`src/rtl/regfile_bypass.sv`:
```
// regfile_bypass: parametrised register file with write-to-read bypass,
// hardwired zero register, optional registered read data and pending-write scoreboard.
module regfile_bypass #(
  parameter int NUM_REGS = 32,
  parameter int DATA_W = 32,
  parameter int NUM_RD = 2,
  parameter bit REG_OUT = 0,
  parameter bit ZERO_REG = 1,
  localparam int AW = $clog2(NUM_REGS)
) (
  input  logic                     clk,
  input  logic                     rst,
  input  logic                     we,
  input  logic [AW-1:0]            waddr,
  input  logic [DATA_W-1:0]        wdata,
  input  logic [NUM_RD*AW-1:0]     raddr,
  output logic [NUM_RD*DATA_W-1:0] rdata,
  input  logic                     pend_set,
  input  logic [AW-1:0]            pend_addr,
  output logic [NUM_RD-1:0]        rbusy
);
  logic [NUM_REGS-1:0][DATA_W-1:0] mem;
  logic [NUM_REGS-1:0] pend, pend_n;
  logic [NUM_RD*DATA_W-1:0] rval;
  logic wr;
  // bypass is suppressed while in reset so outputs read as zero
  assign wr = we & ~rst;
  always_ff @(posedge clk or posedge rst)
    if (rst) begin
      mem <= '0;
      pend <= '0;
    end else begin
      if (we && !(ZERO_REG && waddr == '0)) mem[waddr] <= wdata;
      pend <= pend_n;
    end
  // set is applied after clear so a new producer wins over a retiring one
  always_comb begin
    pend_n = pend;
    if (we) pend_n[waddr] = 1'b0;
    if (pend_set) pend_n[pend_addr] = 1'b1;
    if (ZERO_REG) pend_n[0] = 1'b0;
  end
  for (genvar i = 0; i < NUM_RD; i++) begin : g_rd
    logic [AW-1:0] ra;
    logic byp;
    assign ra = raddr[i*AW +: AW];
    assign byp = wr && waddr == ra;
    assign rval[i*DATA_W +: DATA_W] = (ZERO_REG && ra == '0) ? '0 : byp ? wdata : mem[ra];
    assign rbusy[i] = pend[ra] & ~byp;
  end
  if (REG_OUT) begin : g_q
    always_ff @(posedge clk or posedge rst)
      if (rst) rdata <= '0;
      else rdata <= rval;
  end else begin : g_c
    assign rdata = rval;
  end
endmodule

```
`config.mk`:
```
export PLATFORM = sky130hd
export DESIGN_NAME = regfile_bypass
export DESIGN_NICKNAME = d
export VERILOG_FILES = /design/src/rtl/regfile_bypass.sv
export SDC_FILE = /design/constraint.sdc
export NUM_CORES = 2
export LEC_CHECK = 0
export BUFFER_PORTS_ARGS = -buffer_cell sky130_fd_sc_hd__clkbuf_2
export CAP_MARGIN = 20
export CORE_UTILIZATION = 55
export CTS_BUF_LIST = sky130_fd_sc_hd__clkbuf_8
export DETAILED_ROUTE_END_ITERATION = 8
export PLACE_DENSITY = 0.81
export SLEW_MARGIN = 30
export SYNTH_ARGS = -nofsm -noshare
export SYNTH_HDL_FRONTEND = slang
export SYNTH_SLANG_ARGS = --single-unit
```
`constraint.sdc`:
```
create_clock -name clk -period 65.4 [get_ports clk]
set_clock_uncertainty 0.1 [all_clocks]
set_input_delay 3.27 -clock clk [delete_from_list [all_inputs] [get_ports clk]]
set_output_delay 3.27 -clock clk [all_outputs]
set_load 0.01 [all_outputs]
```
# ---- Word level (Yosys, flattened, before mapping)
# Cells that the tools add are included.
dict set report word_totals {
  inputBits 56
  out_inout_bits 66
  register_bits 1055
  word_cells 80
}
dict set report classes {
  bitwise 9
  n_mux 21
  n_eq_ne 2
  reduce_logical 9
  magnitude_cmp 6
}
# op n
set ops {}
lappend ops {{$bwmux W1024} 1}
lappend ops {{$bmux W32 S5} 2}
lappend ops {{$mux W32} 9}
lappend ops {{$demux W32 S5} 1}
lappend ops {{$and A32 B32 Y32} 1}
lappend ops {{$not A32 Y32} 1}
lappend ops {{$or A32 B32 Y32} 1}
lappend ops {{$lt A5 B6 Y1 const B} 4}
lappend ops {{$logic_not A5 Y1} 3}
lappend ops {{$bmux W1 S5} 2}
lappend ops {{$demux W1 S5} 2}
lappend ops {{$eq A5 B5 Y1} 2}
lappend ops {{$ge A5 B1 Y1 const B} 2}
lappend ops {{$logic_and A1 B1 Y1} 5}
lappend ops {{$mux W1} 4}
lappend ops {{$and A1 B1 Y1} 3}
lappend ops {{$not A1 Y1} 3}
lappend ops {{$logic_not A1 Y1} 1}

# ---- Depth between registers and ports, before layout
dict set report depth {
  word_depth 9
  ltp_mapped 10
}

# ---- Worst setup path after synthesis
# OpenSTA, ideal clock, no wires.
dict set report synth_timing {
  kind {in2out}
  start {input rst}
  end {output rdata[10]}
  path_buffers 1
  arrival_ps 27687
  required_ps 62030
  path_slack_ps 34343
  cell_stages 6
  path_cell_list {inv_1 > nand2_1 > or4_1 > a31oi_1 > buf_2 > a221o_1}
}
dict set report synth_between {
  elab_chain_cells 5
}
# item line_no
set synth_rtl {}
lappend synth_rtl {{from (decl)} 12} ;# input logic rst,
lappend synth_rtl {{$not A1 Y1} 27} ;# assign wr = we & ~rst;
lappend synth_rtl {{$and A1 B1 Y1} 27}
lappend synth_rtl {{$logic_and A1 B1 Y1} 47} ;# assign byp = wr && waddr == ra;
lappend synth_rtl {{$mux W32 (2 in a row)} 48} ;# assign rval[i*DATA_W +: DATA_W] = (ZERO_REG && ra == '0) ? '0 : byp ? wdata : mem[ra];
lappend synth_rtl {{to (decl)} 17} ;# output logic [NUM_RD*DATA_W-1:0] rdata,
# No other way between the ends.

# ---- Worst setup path after layout
dict set report layout_timing {
  start {input raddr[0]}
  end {output rdata[25]}
}
dict set report layout_between {
  elab_chain_cells 4
  word_cells_on_any_way 7
}
# item line_no
set layout_rtl {}
lappend layout_rtl {{from (decl)} 16} ;# input logic [NUM_RD*AW-1:0] raddr,
lappend layout_rtl {{$bmux W32 S5 or $eq A5 B5 Y1 (tied branches)} {48, 47}}
lappend layout_rtl {{$mux W32 (implied by the code) or $logic_and A1 B1 Y1 (tied branches)} {48, 47}}
lappend layout_rtl {{$mux W32} 48}
lappend layout_rtl {{$mux W32 *} 48}
# Every way passes the cells marked *; elsewhere a longest branch is shown, timed or not. The select of a mux whose other input is x is not followed.

==> impl_metrics.py <==
metrics = {
    "pwr": {
        "internal_power_w": 0.00129,
        "p_seq_share_pct": 47.9,
        "p_clk_share_pct": 30.5,
        "p_comb_share_pct": 21.6,
        "power.density_nw_per_um2": 29.5,
        "irDropWorstVdd_v": 0.0000171,
        "p_sw_share_pct": 29.0,
        "p_leak_nw": 27.1,
        "switchingPower_w": 0.000528,
    },
    "critical_path": {
        "path_class": "in2out",
        "critPathCaptureType": "output pin",
        "crit_buf_inv": 4,
        "slowest_delay_ns": 0.81,
        "crit_chain": "buf_8 -> buf_12 -> buf_4 -> mux4_2 -> and2_1 -> a211oi_1 -> a21oi_1 -> a221o_1 -> clkbuf_2",
        "crit_arrival_ns": 7.23,
        "required_ns": 62.03,
        "cp_top_family": "buffers and inverters",
        "slowest_stage": "buf_4",
        "crit_fanout": 99,
        "startpoint_type": "primary input",
    },
    "timing": {
        "hold_viol_final": 0,
        "period_share_pct": 16.2,
        "finalSetupTns_ns": 0,
        "worstMarginPinSlew_ns": 1.08,
        "relSlewSlack_pct": 27.6,
        "fmax_mhz": 94.3,
        "grt_setup_unrepaired": "false",
        "drv_slew": 0,
        "period_needed_ns": 10.60,
        "finalSetupViolations": 0,
    },
    "placed_design": {
        "dp_hpwl_um": 99100,
        "gp_congestion": 0.879,
        "dp.cells": 5076,
        "dpl_cell_area_um2": 58200,
        "portBuffers": 121,
    },
    "synth": {
        "synth-edff-count": 0,
        "synth_area_per_cell_um2": 14.4,
        "ys_ff_latch": 1055,
        "seq_area_frac_synth_pct": 46.4,
        "syn-num-nets": 4000,
        "syn_area_um2": 56900,
        "synthTopCellsByCount": "1,055 x dfrtp_1, 1,002 x mux2_2, 411 x mux4_2",
        "syn_inst": 3944,
        "ys_async_sr_fraction_pct": 100,
        "synth_cell_types": 52,
        "synth_area_leader_cell": "dfrtp_1",
        "yosysMostFrequentCell": "dfrtp_1",
        "ys_warn_count": 0,
        "ys.flop_type": "dfrtp_1",
        "yosysTopAreaCellShare_pct": 46.4,
        "netlist_top_cells_area": "dfrtp_1 46%, mux2_2 20%, mux4_2 16%",
    },
    "hold_path": {
        "hold_path_class": "reg2reg",
    },
    "cells_and_area": {
        "fin_area_um2": 61600,
        "instances_no_fill": 5383,
        "fill_cells": 7666,
        "final_nets": 3938,
        "seq_area_um2": 26400,
        "multi_input_area_um2": 28600,
        "areaGrowthSynthToFinish_pct": 8.34,
        "layout-drive-gt1-share_pct": 47.8,
    },
    "die": {
        "die_area_um2": 105000,
        "num_rows": 117,
        "chipWidth_um": 324,
        "core_area_um2": 102000,
        "die_h_um": 324,
        "start_util_pct": 55.6,
        "design.portCount": 122,
    },
    "clock_tree": {
        "cts_num_sinks": 1055,
        "cts_hold_buf": 0,
        "clock_latency_ns": 0.87,
        "clk_path_buf_depth": 3,
        "numCtsBuffers": 166,
        "cts_tree": "yes",
        "post-cts-setup-buffers": 0,
        "cts_root_buffer": "clkbuf_8",
        "cts_resized": 0,
        "htreeDepth": 4,
        "clkTransAtPathRegs_ns": 0.06,
    },
    "grt": {
        "grtUsageTotal_pct": 33.8,
        "grt_pass1_vias": 39300,
        "grt_max_degree": 179,
        "grt-ovfl-total": 0,
        "grt_pass1_wl_um": 259000,
        "antenna_found_initial": 10,
    },
    "route": {
        "via_count": 38700,
        "drc_errors": 0,
        "drt-total-wl_um": 175000,
        "post_drt_wl_per_cell_um": 32.5,
        "postRouteAntennaNets": 0,
        "drt_pass1_iterations": 6,
        "drtIter0Drc": 4586,
        "via_per_inst": 7.18,
    },
    "run": {
        "drv_cap": 0,
    },
    "outcome": {
        "outcome": "completed",
    },
}
## placed cells by master (no fill, tap or decap), types with 8 or more instances in the layout
| master | n |
|---|---|
| inv_1 | 66 |
| o21ai_0 | 61 |
| a211oi_1 | 27 |
| a22o_1 | 39 |
| nor2_1 | 13 |
| nand3b_1 | 8 |
| nand2b_1 | 18 |
| clkbuf_8 | 204 |
| a21oi_1 | 71 |
| nand2_2 | 15 |
| clkbuf_2 | 114 |
| nor3_1 | 29 |
| a221o_1 | 56 |
| nor3b_1 | 15 |
| nor2_4 | 18 |
| o22ai_1 | 8 |
| diode_2 | 10 |
| buf_4 | 82 |
| xnor2_1 | 8 |
| dfrtp_1 | 1055 |
| mux2_2 | 1002 |
| a22oi_1 | 104 |
| and2_1 | 14 |
| mux4_2 | 411 |
| o2111ai_1 | 14 |
| a221oi_1 | 43 |
| clkinv_2 | 13 |
| a31oi_1 | 29 |
| mux2i_1 | 308 |
| nand2_1 | 58 |
## stage by stage
stage	total power (W)	hold WS [ns]	setup slack [ns]	util, %
after global placement	0.00124	0.277	54.88	56.9
after detailed placement	0.00127	0.283	54.84	56.9
after global routing	0.00189	0.307	54.62	60.3
after floorplan	0.00116	0.341	32.32	-
after CTS	0.00181	0.297	54.84	60.1
final	0.00182	0.292	54.80	60.3
## final cells by class
type	instances	share of cell area, %
Antenna cell	10	0.0406
Inverter	5	0.0467
Clock buffer	203	4.54
Timing Repair Buffer	217	2.60
Clock inverter	88	0.709
Tap cell	1368	2.78
Multi-Input combinational cell	2437	46.4
Sequential cell	1055	42.9
## power by group through the flow
stage	sequential (W)	clock, W	combinational [W]
2_1_floorplan	0.000850	0	0.000310
3_3_place_gp	0.000867	0	0.000373
3_5_place_dp	0.000879	0	0.000387
4_1_cts	0.000868	0.000558	0.000388
5_1_grt	0.000886	0.000586	0.000417
6_report	0.000871	0.000556	0.000393
## sequential cells by signal, indices dropped and copies added, names as in the netlist
| signal | cells |
|---|---|
| pend | 31 |
| mem | 1024 |
## per-layer routing
metal / global-route usage, % / up-vias / part of all wire, %
met4: 21.0 / 4 / 6.8
met5: 0 / - / 0.015
li1: - / 15200 / -
met2: 51.2 / 2502 / 46
met3: 10.1 / 732 / 12
met1: 42.8 / 20200 / 36
## worst paths after layout
kind / from / end / slack [ns] / cells after the start
worst min register to register: mem[0]$_DFFE_PP0P_ / mem[0]$_DFFE_PP0P_ / 0.29 / 0
worst max register to register: mem[566]$_DFFE_PP0P_ / mem[566]$_DFFE_PP0P_ / 64.47 / 1
max in group asynchronous: rst / mem[636]$_DFFE_PP0P_ / 59.26 / 7
min in group asynchronous: rst / mem[288]$_DFFE_PP0P_ / 2.37 / 2
worst min-delay path: mem[0]$_DFFE_PP0P_ / mem[0]$_DFFE_PP0P_ / 0.29 / 0
worst max-delay path: raddr[0] / rdata[25] / 54.80 / 9
## logic make-up after synthesis
| family | synth area share, % |
|---|---|
| compound gates | 6.11 |
| buf+inv | 3.69 |
| simple gates | 2.06 |
| xor+xnor | 0.154 |
| flops | 46.4 |
| mux | 41.6 |
No activity file was read; power rests on OpenSTA's default activity.
